$ cat src/rtl/bus_arbiter_pkg.sv
// jimbo_bus_pkg: shared widths, arbiter state encoding and nibble type for the jimbo memory bus.
package jimbo_bus_pkg;
    localparam int ADDR_W = 12;
    localparam int DATA_W = 4;
    typedef enum logic [1:0] {IDLE, OWN0, OWN1} arb_state_t;
    typedef logic [3:0] NIBBLE;
endpackage

$ cat src/rtl/bus_arbiter_if.sv
// bus_arbiter_if: both master ports plus the memory-side bus of the arbiter.
interface bus_arbiter_if #(
    parameter int ADDR_W = jimbo_bus_pkg::ADDR_W,
    parameter int DATA_W = jimbo_bus_pkg::DATA_W
);
    logic              req0, req1, we0, we1;
    logic [ADDR_W-1:0] addr0, addr1, mem_addr;
    logic [DATA_W-1:0] wdata0, wdata1, mem_wdata, mem_rdata, rdata;
    logic              gnt0, gnt1, rvalid0, rvalid1, mem_we;
    modport slave (
        input  req0, req1, addr0, addr1, wdata0, wdata1, we0, we1, mem_rdata,
        output gnt0, gnt1, rvalid0, rvalid1, rdata, mem_addr, mem_wdata, mem_we
    );
    modport master (
        output req0, req1, addr0, addr1, wdata0, wdata1, we0, we1, mem_rdata,
        input  gnt0, gnt1, rvalid0, rvalid1, rdata, mem_addr, mem_wdata, mem_we
    );
endinterface

$ cat src/rtl/bus_arbiter_tenure_timer.sv
// tenure_timer: counts contended tenure cycles and flags the last one; TIMEOUT=0 never expires.
module tenure_timer #(
    parameter int TIMEOUT = 16
) (
    input  logic clk,
    input  logic rst,
    input  logic inc,
    input  logic clr,
    output logic expire
);
    localparam int CW = TIMEOUT > 0 ? $clog2(TIMEOUT + 1) : 1;
    logic [CW-1:0] cnt_q, cnt_d;
    always_comb begin
        cnt_d  = clr ? '0 : inc ? cnt_q + CW'(1) : cnt_q;
        expire = (TIMEOUT != 0) && inc && (cnt_q == CW'(TIMEOUT - 1));
    end
    always_ff @(posedge clk) begin
        cnt_q <= rst ? '0 : cnt_d;
    end
endmodule

$ cat src/rtl/bus_arbiter.sv
// bus_arbiter: grants the memory bus to one of two masters per tenure, muxes the bus and
// pipelines per-port read valid; a tenure timer forces release when the other port waits.
module bus_arbiter
    import jimbo_bus_pkg::*;
#(
    parameter int TIMEOUT = 16
) (
    input  logic         clk,
    input  logic         rst,
    bus_arbiter_if.slave bus
);
    arb_state_t state_q, state_d;
    logic prio_q, prio_d, rvalid0_q, rvalid0_d, rvalid1_q, rvalid1_d;
    logic own0, own1, inc, expire;
    assign own0 = state_q == OWN0;
    assign own1 = state_q == OWN1;
    assign inc  = (own0 && bus.req1) || (own1 && bus.req0);
    tenure_timer #(.TIMEOUT(TIMEOUT)) u_timer (
        .clk   (clk),
        .rst   (rst),
        .inc   (inc),
        .clr   (!inc),
        .expire(expire)
    );
    always_comb begin
        state_d   = state_q;
        prio_d    = prio_q;
        rvalid0_d = own0 && !bus.we0;
        rvalid1_d = own1 && !bus.we1;
        case (state_q)
            IDLE: state_d = (bus.req0 && (!bus.req1 || !prio_q)) ? OWN0 : bus.req1 ? OWN1 : IDLE;
            OWN0: if (!bus.req0 || expire) begin
                state_d = IDLE;
                prio_d  = 1'b1;
            end
            OWN1: if (!bus.req1 || expire) begin
                state_d = IDLE;
                prio_d  = 1'b0;
            end
            default: state_d = IDLE;
        endcase
    end
    always_ff @(posedge clk) begin
        state_q   <= rst ? IDLE : state_d;
        prio_q    <= rst ? 1'b0 : prio_d;
        rvalid0_q <= rst ? 1'b0 : rvalid0_d;
        rvalid1_q <= rst ? 1'b0 : rvalid1_d;
    end
    // Write strobe is gated by rst so a reset edge never coincides with a write.
    assign bus.gnt0      = own0;
    assign bus.gnt1      = own1;
    assign bus.rvalid0   = rvalid0_q;
    assign bus.rvalid1   = rvalid1_q;
    assign bus.rdata     = bus.mem_rdata;
    assign bus.mem_addr  = own0 ? bus.addr0 : own1 ? bus.addr1 : '0;
    assign bus.mem_wdata = own0 ? bus.wdata0 : own1 ? bus.wdata1 : '0;
    assign bus.mem_we    = ((own0 && bus.we0) || (own1 && bus.we1)) && !rst;
endmodule
$ cat src/flat_wrapper.sv
// flat-port wrapper written by rule: the top's interface ports become plain ports
module bus_arbiter_flat import jimbo_bus_pkg::*;
#(
    parameter int TIMEOUT = 16
)
  (clk, rst, bus_req0, bus_req1, bus_addr0, bus_addr1, bus_wdata0, bus_wdata1, bus_we0, bus_we1, bus_mem_rdata, bus_gnt0, bus_gnt1, bus_rvalid0, bus_rvalid1, bus_rdata, bus_mem_addr, bus_mem_wdata, bus_mem_we);
  bus_arbiter_if bus_i ();
  input  logic clk;
  input  logic rst;
  input wire logic [$bits(bus_i.req0)-1:0] bus_req0;
  input wire logic [$bits(bus_i.req1)-1:0] bus_req1;
  input wire logic [$bits(bus_i.addr0)-1:0] bus_addr0;
  input wire logic [$bits(bus_i.addr1)-1:0] bus_addr1;
  input wire logic [$bits(bus_i.wdata0)-1:0] bus_wdata0;
  input wire logic [$bits(bus_i.wdata1)-1:0] bus_wdata1;
  input wire logic [$bits(bus_i.we0)-1:0] bus_we0;
  input wire logic [$bits(bus_i.we1)-1:0] bus_we1;
  input wire logic [$bits(bus_i.mem_rdata)-1:0] bus_mem_rdata;
  output wire logic [$bits(bus_i.gnt0)-1:0] bus_gnt0;
  output wire logic [$bits(bus_i.gnt1)-1:0] bus_gnt1;
  output wire logic [$bits(bus_i.rvalid0)-1:0] bus_rvalid0;
  output wire logic [$bits(bus_i.rvalid1)-1:0] bus_rvalid1;
  output wire logic [$bits(bus_i.rdata)-1:0] bus_rdata;
  output wire logic [$bits(bus_i.mem_addr)-1:0] bus_mem_addr;
  output wire logic [$bits(bus_i.mem_wdata)-1:0] bus_mem_wdata;
  output wire logic [$bits(bus_i.mem_we)-1:0] bus_mem_we;
  assign bus_i.req0 = bus_req0;
  assign bus_i.req1 = bus_req1;
  assign bus_i.addr0 = bus_addr0;
  assign bus_i.addr1 = bus_addr1;
  assign bus_i.wdata0 = bus_wdata0;
  assign bus_i.wdata1 = bus_wdata1;
  assign bus_i.we0 = bus_we0;
  assign bus_i.we1 = bus_we1;
  assign bus_i.mem_rdata = bus_mem_rdata;
  assign bus_gnt0 = bus_i.gnt0;
  assign bus_gnt1 = bus_i.gnt1;
  assign bus_rvalid0 = bus_i.rvalid0;
  assign bus_rvalid1 = bus_i.rvalid1;
  assign bus_rdata = bus_i.rdata;
  assign bus_mem_addr = bus_i.mem_addr;
  assign bus_mem_wdata = bus_i.mem_wdata;
  assign bus_mem_we = bus_i.mem_we;
  bus_arbiter #(.TIMEOUT(TIMEOUT)) u_core (.clk(clk), .rst(rst), .bus(bus_i));
endmodule
$ cat config.mk
export PLATFORM = sky130hd
export DESIGN_NAME = bus_arbiter_flat
export DESIGN_NICKNAME = d
export VERILOG_FILES = /design/src/rtl/bus_arbiter_pkg.sv /design/src/rtl/bus_arbiter_if.sv /design/src/rtl/bus_arbiter_tenure_timer.sv /design/src/rtl/bus_arbiter.sv /design/src/flat_wrapper.sv
export SDC_FILE = /design/constraint.sdc
export NUM_CORES = 1
export LEC_CHECK = 0
export CAP_MARGIN = 15
export CORE_ASPECT_RATIO = 1.25
export CORE_MARGIN = 2
export CORE_UTILIZATION = 33
export DETAILED_ROUTE_END_ITERATION = 7
export PLACE_DENSITY = 0.83
export SLEW_MARGIN = 20
export SYNTH_ARGS = -nofsm -noshare
export SYNTH_HDL_FRONTEND = slang
export SYNTH_HIERARCHICAL = 1
export SYNTH_SLANG_ARGS = --single-unit
$ cat constraint.sdc
create_clock -name clk -period 4.4 [get_ports clk]
set_input_delay 0.88 -clock clk [delete_from_list [all_inputs] [get_ports clk]]
set_output_delay 0.88 -clock clk [all_outputs]
set_load 0.05 [all_outputs]
==> out/qor.csv, run 1 <==
stage,metric,value,unit
power,Lkg Pwr,0.000490,uW
power,total power,283,uW
grt,met1 usage,0.181,
power,cell area power density,215,nW/um^2
synth,Post-Syn Instances,72,
placed_design,Port Buffers,58,
floorplan,Starting Density,0.345,
placed_design,cell count after placement,153,
critical_path,"Max FO, Critical Path",21,
grt,antenna violations before repair,0,
floorplan,Die W,46.5,microns
routing,DR iter-0 viols,8,
grt,gr ovfl total,0,
timing,Fin Setup TNS,0,ns
layout,final core utilization,0.607,
critical_path,Worst Path Arrival,2.41,ns
critical_path,CP Capture Type,primary output,
critical_path,CP startpoint kind,register,
synth,number of enable flip-flop cells after synthesis,0,
routing,DRC Markers,0,
cts,H-tree depth,1,
critical_path,Critical Path RT,3.52,ns
worst_hold_path,Worst Hold Class,register to register,
layout,# diodes,0,
synth,cell with the most instances after synthesis,a22o_1,
cts,CTS tree,done,
timing,clock skew,0.00146,ns
cts,clock sink count,10,
timing,RSZ-0062 raised after global routing,no,
layout,Layout area overhead,76.0,%
synth,Post-synth top flop,dfxtp_1,
synth,Post-Syn Area,746,sq um
cts,TritonCTS Buffers,3,
cts,worst skew pair latency,0.26,ns
grt,largest net degree at the start of global routing,22,
floorplan,die area,2660,sq um
placed_design,detailed placer's ending HPWL,1830,microns
placed_design,RePlAce Congestion,0.636,
layout,Layout Cells excl Fill,156,
timing,Max Freq,304,MHz
timing,worst slew pin tran,0.777,ns
synth,top-area cell type share of the netlist area,0.268,
grt,routing usage on met2,0.312,
cts,Post-CTS Setup Bufs,0,
synth,syn nets,116,
grt,first-pass GRT wire length,3380,microns
routing,WL/cell,14.5,microns
floorplan,CORE AREA,2160,sq um
job,max-cap violations,0,
critical_path,Register-to-Register Setup Slack,2.14,ns
timing,endpoints failing setup,0,
grt,Total Routing Usage GR,0.170,
grt,met3 Use GR,0.0443,
cts,hold buffer count at CTS,0,
timing,Final Hold Viols,0,
floorplan,IO Pins,67,
synth,sequential area share after synthesis,0.268,
layout,layout cells sized above 1,0.136,
routing,Post-DRT Antenna Nets,0,
routing,DRT Pass-1 Iters,2,
timing,relative slew slack,0.479,
synth,fraction of registers with async set/reset,0,
cts,root buf cell,clkbuf_4,
floorplan,Die H,57.2,microns
timing,Final Critical Period,3.29,ns
cts,CTS Buffer Depth,2,
cts,clk slew on worst S/H paths,0.06,ns
run_status,status,completed,
routing,Via Count,760,
synth,"top cells by area, synth","dfxtp_1 27%, a22o_1 19%, buf_6 6.0%",
power,worst vdd ir,0.135,mV
floorplan,row count,19,
timing,Hold WS,0.525,ns
timing,Tcrit/Tclk final,0.749,
synth,Synth warnings,6,
synth,Synth top cells by count,"16 x a22o_1, 10 x dfxtp_1, 5 x buf_4, 4 x buf_6",
synth,Netlist cell types,32,
cts,post_cts resized,0,
grt,busiest grt layer,met2,
routing,Total Wirelength,2260,microns
critical_path,Critical Setup Path Class,register to primary output,
synth,Mean Syn Cell Area,10.4,sq um
timing,"Slew Viols, Final",0,
synth,Yosys reg bits,10,
grt,via count of the first global-routing pass,753,
synth,post-synth top area cell,dfxtp_1,
routing,via/cell ratio,4.87,
layout,fin nets,171,
==> cells by family (layout without fill, tap and decap cells) <==
family                   after synthesis  after routing  synth area share
multiplexers                           2              2            0.0336
XOR/XNOR                               1              1            0.0117
AND/OR/NAND/NOR                       22             22             0.223
flip-flops                            10             10             0.268
buffers and inverters                 11             64             0.121
AO/OA/AOI/OAI                         24             24             0.309
adder cells (fa/ha/maj)                2              2            0.0336
==> registers in the layout, indices dropped and copies added, names as in the netlist <==
register	cells
u_core/bus.rvalid0	1
u_core/bus.rvalid1	1
u_core/prio_q	1
u_core/state_q	2
u_core/u_timer/cnt_q	5
==> power by group <==
group	internal (uW)	switching (uW)
clock network	31.4	28.2
logic	61.0	67.5
registers	92.7	1.88
total	185	97.6
==> metrics by stage <==
| step | area [sq um] | setup slack (ns) |
|---|---|---|
| after floorplan | 746 | 1.93 |
| after global placement | 1290 | 1.14 |
| after detailed placement | 1290 | 1.12 |
| after CTS | 1310 | 1.06 |
| after global routing | 1310 | 0.928 |
| final | 1310 | 1.11 |
==> cell usage in the layout (no fill, tap or decap) <==
| cell | count |
|---|---|
| nor3_1 | 3 |
| a21bo_1 | 1 |
| a21oi_1 | 1 |
| a22o_1 | 16 |
| nor3b_1 | 1 |
| mux2i_1 | 1 |
| buf_4 | 1 |
| inv_1 | 1 |
| nor2b_2 | 1 |
| inv_2 | 1 |
| and2_2 | 1 |
| a211oi_2 | 2 |
| nor4b_1 | 1 |
| xnor2_1 | 1 |
| nand4_4 | 1 |
| nor3b_2 | 2 |
| clkbuf_4 | 3 |
| dfxtp_1 | 10 |
| nand2b_1 | 1 |
| and3_1 | 1 |
| and2b_4 | 1 |
| a22oi_2 | 1 |
| a22oi_1 | 1 |
| ha_1 | 2 |
| nor2_1 | 3 |
| a2111oi_2 | 1 |
| a221oi_2 | 1 |
| or3b_1 | 1 |
| mux2_4 | 1 |
| nand2_1 | 2 |
| or2b_1 | 1 |
| clkdlybuf4s50_1 | 58 |
| nand3b_1 | 2 |
==> layer usage <==
metal | part of all wire | wire (microns) | vias up
met1 | 0.37 | 842 | 335
met4 | 0.0062 | 14 | 0
li1 | - | - | 379
met5 | 0 | 0 | -
met3 | 0.13 | 291 | 2
met2 | 0.49 | 1110 | 44
==> final cells by class <==
type | instances | area, sq um
repair buffers | 59 | 588
fillers | 188 | 851
well taps | 31 | 38.8
flip-flops and latches | 10 | 200
clock buffers | 3 | 22.5
multi-input cells | 51 | 455
inverters | 2 | 7.51
==> critical path, cell delays in order (launching register included) <==
cell	delay [ns]
dfxtp_1	0.36
nor2b_2	0.67
a22oi_1	0.19
nor2_1	0.13
clkdlybuf4s50_1	0.81
==> final timing paths <==
| path | start | endpoint | cells past startpoint |
|---|---|---|---|
| setup / recovery | u_core/state_q[0] | bus_mem_we | 4 |
| hold / removal | u_core/u_timer/cnt_q[4] | u_core/u_timer/cnt_q[4] | 2 |
| setup reg to reg | u_core/state_q[0] | u_core/prio_q | 7 |
| hold reg to reg | u_core/u_timer/cnt_q[4] | u_core/u_timer/cnt_q[4] | 2 |
Note: power is estimated with default switching activity, not from simulation.
==> run 2, diff against run 1 <==
CORE_UTILIZATION = 31   (was 33)
PLACE_DENSITY = 0.78   (was 0.83)
clock period = 3.18 ns   (was 4.4 ns; I/O delays follow)
==> run 2 against run 1 <==
Net effect:
- first-iteration DRC count shrank 50%
- utilization shrank 1.7 points
- largest power group unchanged
- critical endpoint is now bus_mem_wdata[1]
- wire length is 2.7% lower
==> out/qor.csv, run 2 (synthesized netlist as in run 1, its figures left out) <==
stage,metric,value,unit
timing,worst setup margin,0.512,ns
critical_path,Critical Setup Path Class,input port to primary output,
power,total power,391,uW
cts,Post-CTS Setup Bufs,0,
placed_design,cell count after placement,154,
critical_path,reg-to-reg critical path endpoint,u_core/prio_q,
power,worst vdd ir,0.233,mV
layout,fin nets,172,
layout,# diodes,0,
layout,Layout Cells excl Fill,157,
cts,clock sink count,10,
grt,met1 usage,0.151,
cts,CTS Buffer Depth,2,
critical_path,Critical R2R Launch,u_core/state_q[0],
routing,Post-DRT Antenna Nets,0,
layout,max FFs per register,5,
grt,busiest grt layer,met2,
cts,hold buffer count at CTS,0,
layout,# fillers,211,
floorplan,Die H,58.8,microns
critical_path,Register-to-Register Setup Slack,1.14,ns
floorplan,die area,2820,sq um
layout,Regs by FF count,"u_core/u_timer/cnt_q: 5 flops, u_core/state_q: 2 flops",
grt,largest net degree at the start of global routing,22,
timing,endpoints failing setup,0,
cts,TritonCTS Buffers,3,
timing,Max Freq,375,MHz
routing,Total Wirelength,2200,microns
cts,CTS tree,done,
cts,post_cts resized,0,
grt,gr ovfl total,0,
placed_design,detailed placer's ending HPWL,1820,microns
critical_path,CP Capture Type,primary output,
grt,antenna violations before repair,0,
critical_path,crit-path cells,"clkdlybuf4s50_1, a22o_1, clkdlybuf4s50_1",
timing,clock skew,0.00142,ns
layout,"most common cell after layout, fill and taps aside",clkdlybuf4s50_1,
critical_path,reg2reg path depth,7,
floorplan,Die W,47.9,microns
critical_path,Setup crit start,bus_wdata0[1],
critical_path,CP startpoint kind,input port,
timing,Hold WS,0.519,ns
grt,first-pass GRT wire length,3280,microns
job,max-cap violations,0,
floorplan,CORE AREA,2230,sq um
critical_path,"most used cell, CP",clkdlybuf4s50_1,
critical_path,CP max-delay cell,clkdlybuf4s50_1,
timing,Fin Setup TNS,0,ns
layout,Top reg by flops,u_core/u_timer/cnt_q,
routing,WL/cell,14.0,microns
critical_path,critical path's largest stage delay,0.80,ns
grt,via count of the first global-routing pass,768,
layout,most frequent cells in the layout,"57 x clkdlybuf4s50_1, 16 x a22o_1, 10 x dfxtp_1",
timing,"Slew Viols, Final",0,
placed_design,Port Buffers,58,
timing,Final Hold Viols,0,
critical_path,critical path depth in cells,3,
cts,root buf cell,clkbuf_4,
floorplan,row count,19,
timing,Tcrit/Tclk final,0.839,
timing,Final Critical Period,2.67,ns
grt,Total Routing Usage GR,0.158,
routing,via/cell ratio,4.96,
power,cell area power density,297,nW/um^2
worst_hold_path,Worst Hold Class,register to register,
critical_path,"Max FO, Critical Path",1,
cts,clk slew on worst S/H paths,0.06,ns
routing,DRC Markers,0,
timing,relative slew slack,0.653,
run_status,status,completed,
cts,H-tree depth,1,
placed_design,RePlAce Congestion,0.644,
routing,DR iter-0 viols,4,
layout,layout cells sized above 1,0.151,
routing,Via Count,779,
grt,routing usage on met2,0.295,
routing,DRT Pass-1 Iters,3,
grt,met3 Use GR,0.0460,
critical_path,Buf/Inv on CP,2,
timing,worst slew pin tran,0.518,ns
cts,worst skew pair latency,0.25,ns
layout,Layout area overhead,76.7,%
timing,RSZ-0062 raised after global routing,no,
layout,Register Area,200,sq um
critical_path,Critical Path RT,2.54,ns
floorplan,IO Pins,67,
placed_design,Place WS,0.503,ns
floorplan,Starting Density,0.334,
critical_path,crit path capture,bus_mem_wdata[1],
power,Lkg Pwr,0.000497,uW
critical_path,Top delay family on crit path,buffers and inverters,
critical_path,Worst Path Arrival,2.03,ns
layout,multi-input gate area in the final layout,455,sq um
-- run 2: cell types whose count changed in the layout (fill, tap and decap cells not counted) --
cell             before  now
buf_4                 1    3
clkdlybuf4s50_1      58   57
-- run 2: area by class of cell --
class / instances / area share
clock buffer: 3 / 0.0171
inverter: 2 / 0.00570
multi-input combinational: 51 / 0.346
sequential: 10 / 0.152
tap: 31 / 0.0294
timing repair buffer: 60 / 0.450
-- run 2: report_power, final --
group | switching, uW | leakage, uW | internal, uW | total (uW)
clock | 37.6 | 0.0000138 | 43.4 | 81.0
combinational | 93.5 | 0.000402 | 85.3 | 179
sequential | 2.65 | 0.0000811 | 128 | 131
-- run 2: how the worst min path moves through the flow --
stage / startpoint / to / slack, ns / cells past startpoint
after CTS: u_core/u_timer/cnt_q[4] / u_core/u_timer/cnt_q[4] / 0.52 / 2
after global placement: u_core/u_timer/cnt_q[4] / u_core/u_timer/cnt_q[4] / 0.50 / 2
after global routing: u_core/u_timer/cnt_q[4] / u_core/u_timer/cnt_q[4] / 0.57 / 2
final: u_core/u_timer/cnt_q[4] / u_core/u_timer/cnt_q[4] / 0.52 / 2
after detailed placement: u_core/u_timer/cnt_q[4] / u_core/u_timer/cnt_q[4] / 0.52 / 2
after floorplan: u_core/u_timer/cnt_q[4] / u_core/u_timer/cnt_q[4] / 0.48 / 2
-- run 2: metrics by stage --
step           instance area [sq um]  utilization
6_report                        1320        0.590
5_1_grt                         1320        0.590
4_1_cts                         1320        0.590
3_5_place_dp                    1290        0.580
3_3_place_gp                    1290        0.580
2_1_floorplan                    746            -
-- run 2: per-layer routing --
| metal | up-vias | routed length, microns |
|---|---|---|
| met5 | - | 0 |
| met4 | 0 | 0 |
| met3 | 0 | 342 |
| li1 | 383 | - |
| met2 | 43 | 1060 |
| met1 | 353 | 792 |
-- run 2: worst reg2reg max path, cell delays in order, from the launching register on --
cell,delay (ns)
dfxtp_1,0.33
nor2b_2,0.15
buf_4,0.20
a22oi_2,0.41
inv_2,0.19
and2_2,0.24
or2b_1,0.24
a211oi_2,0.21
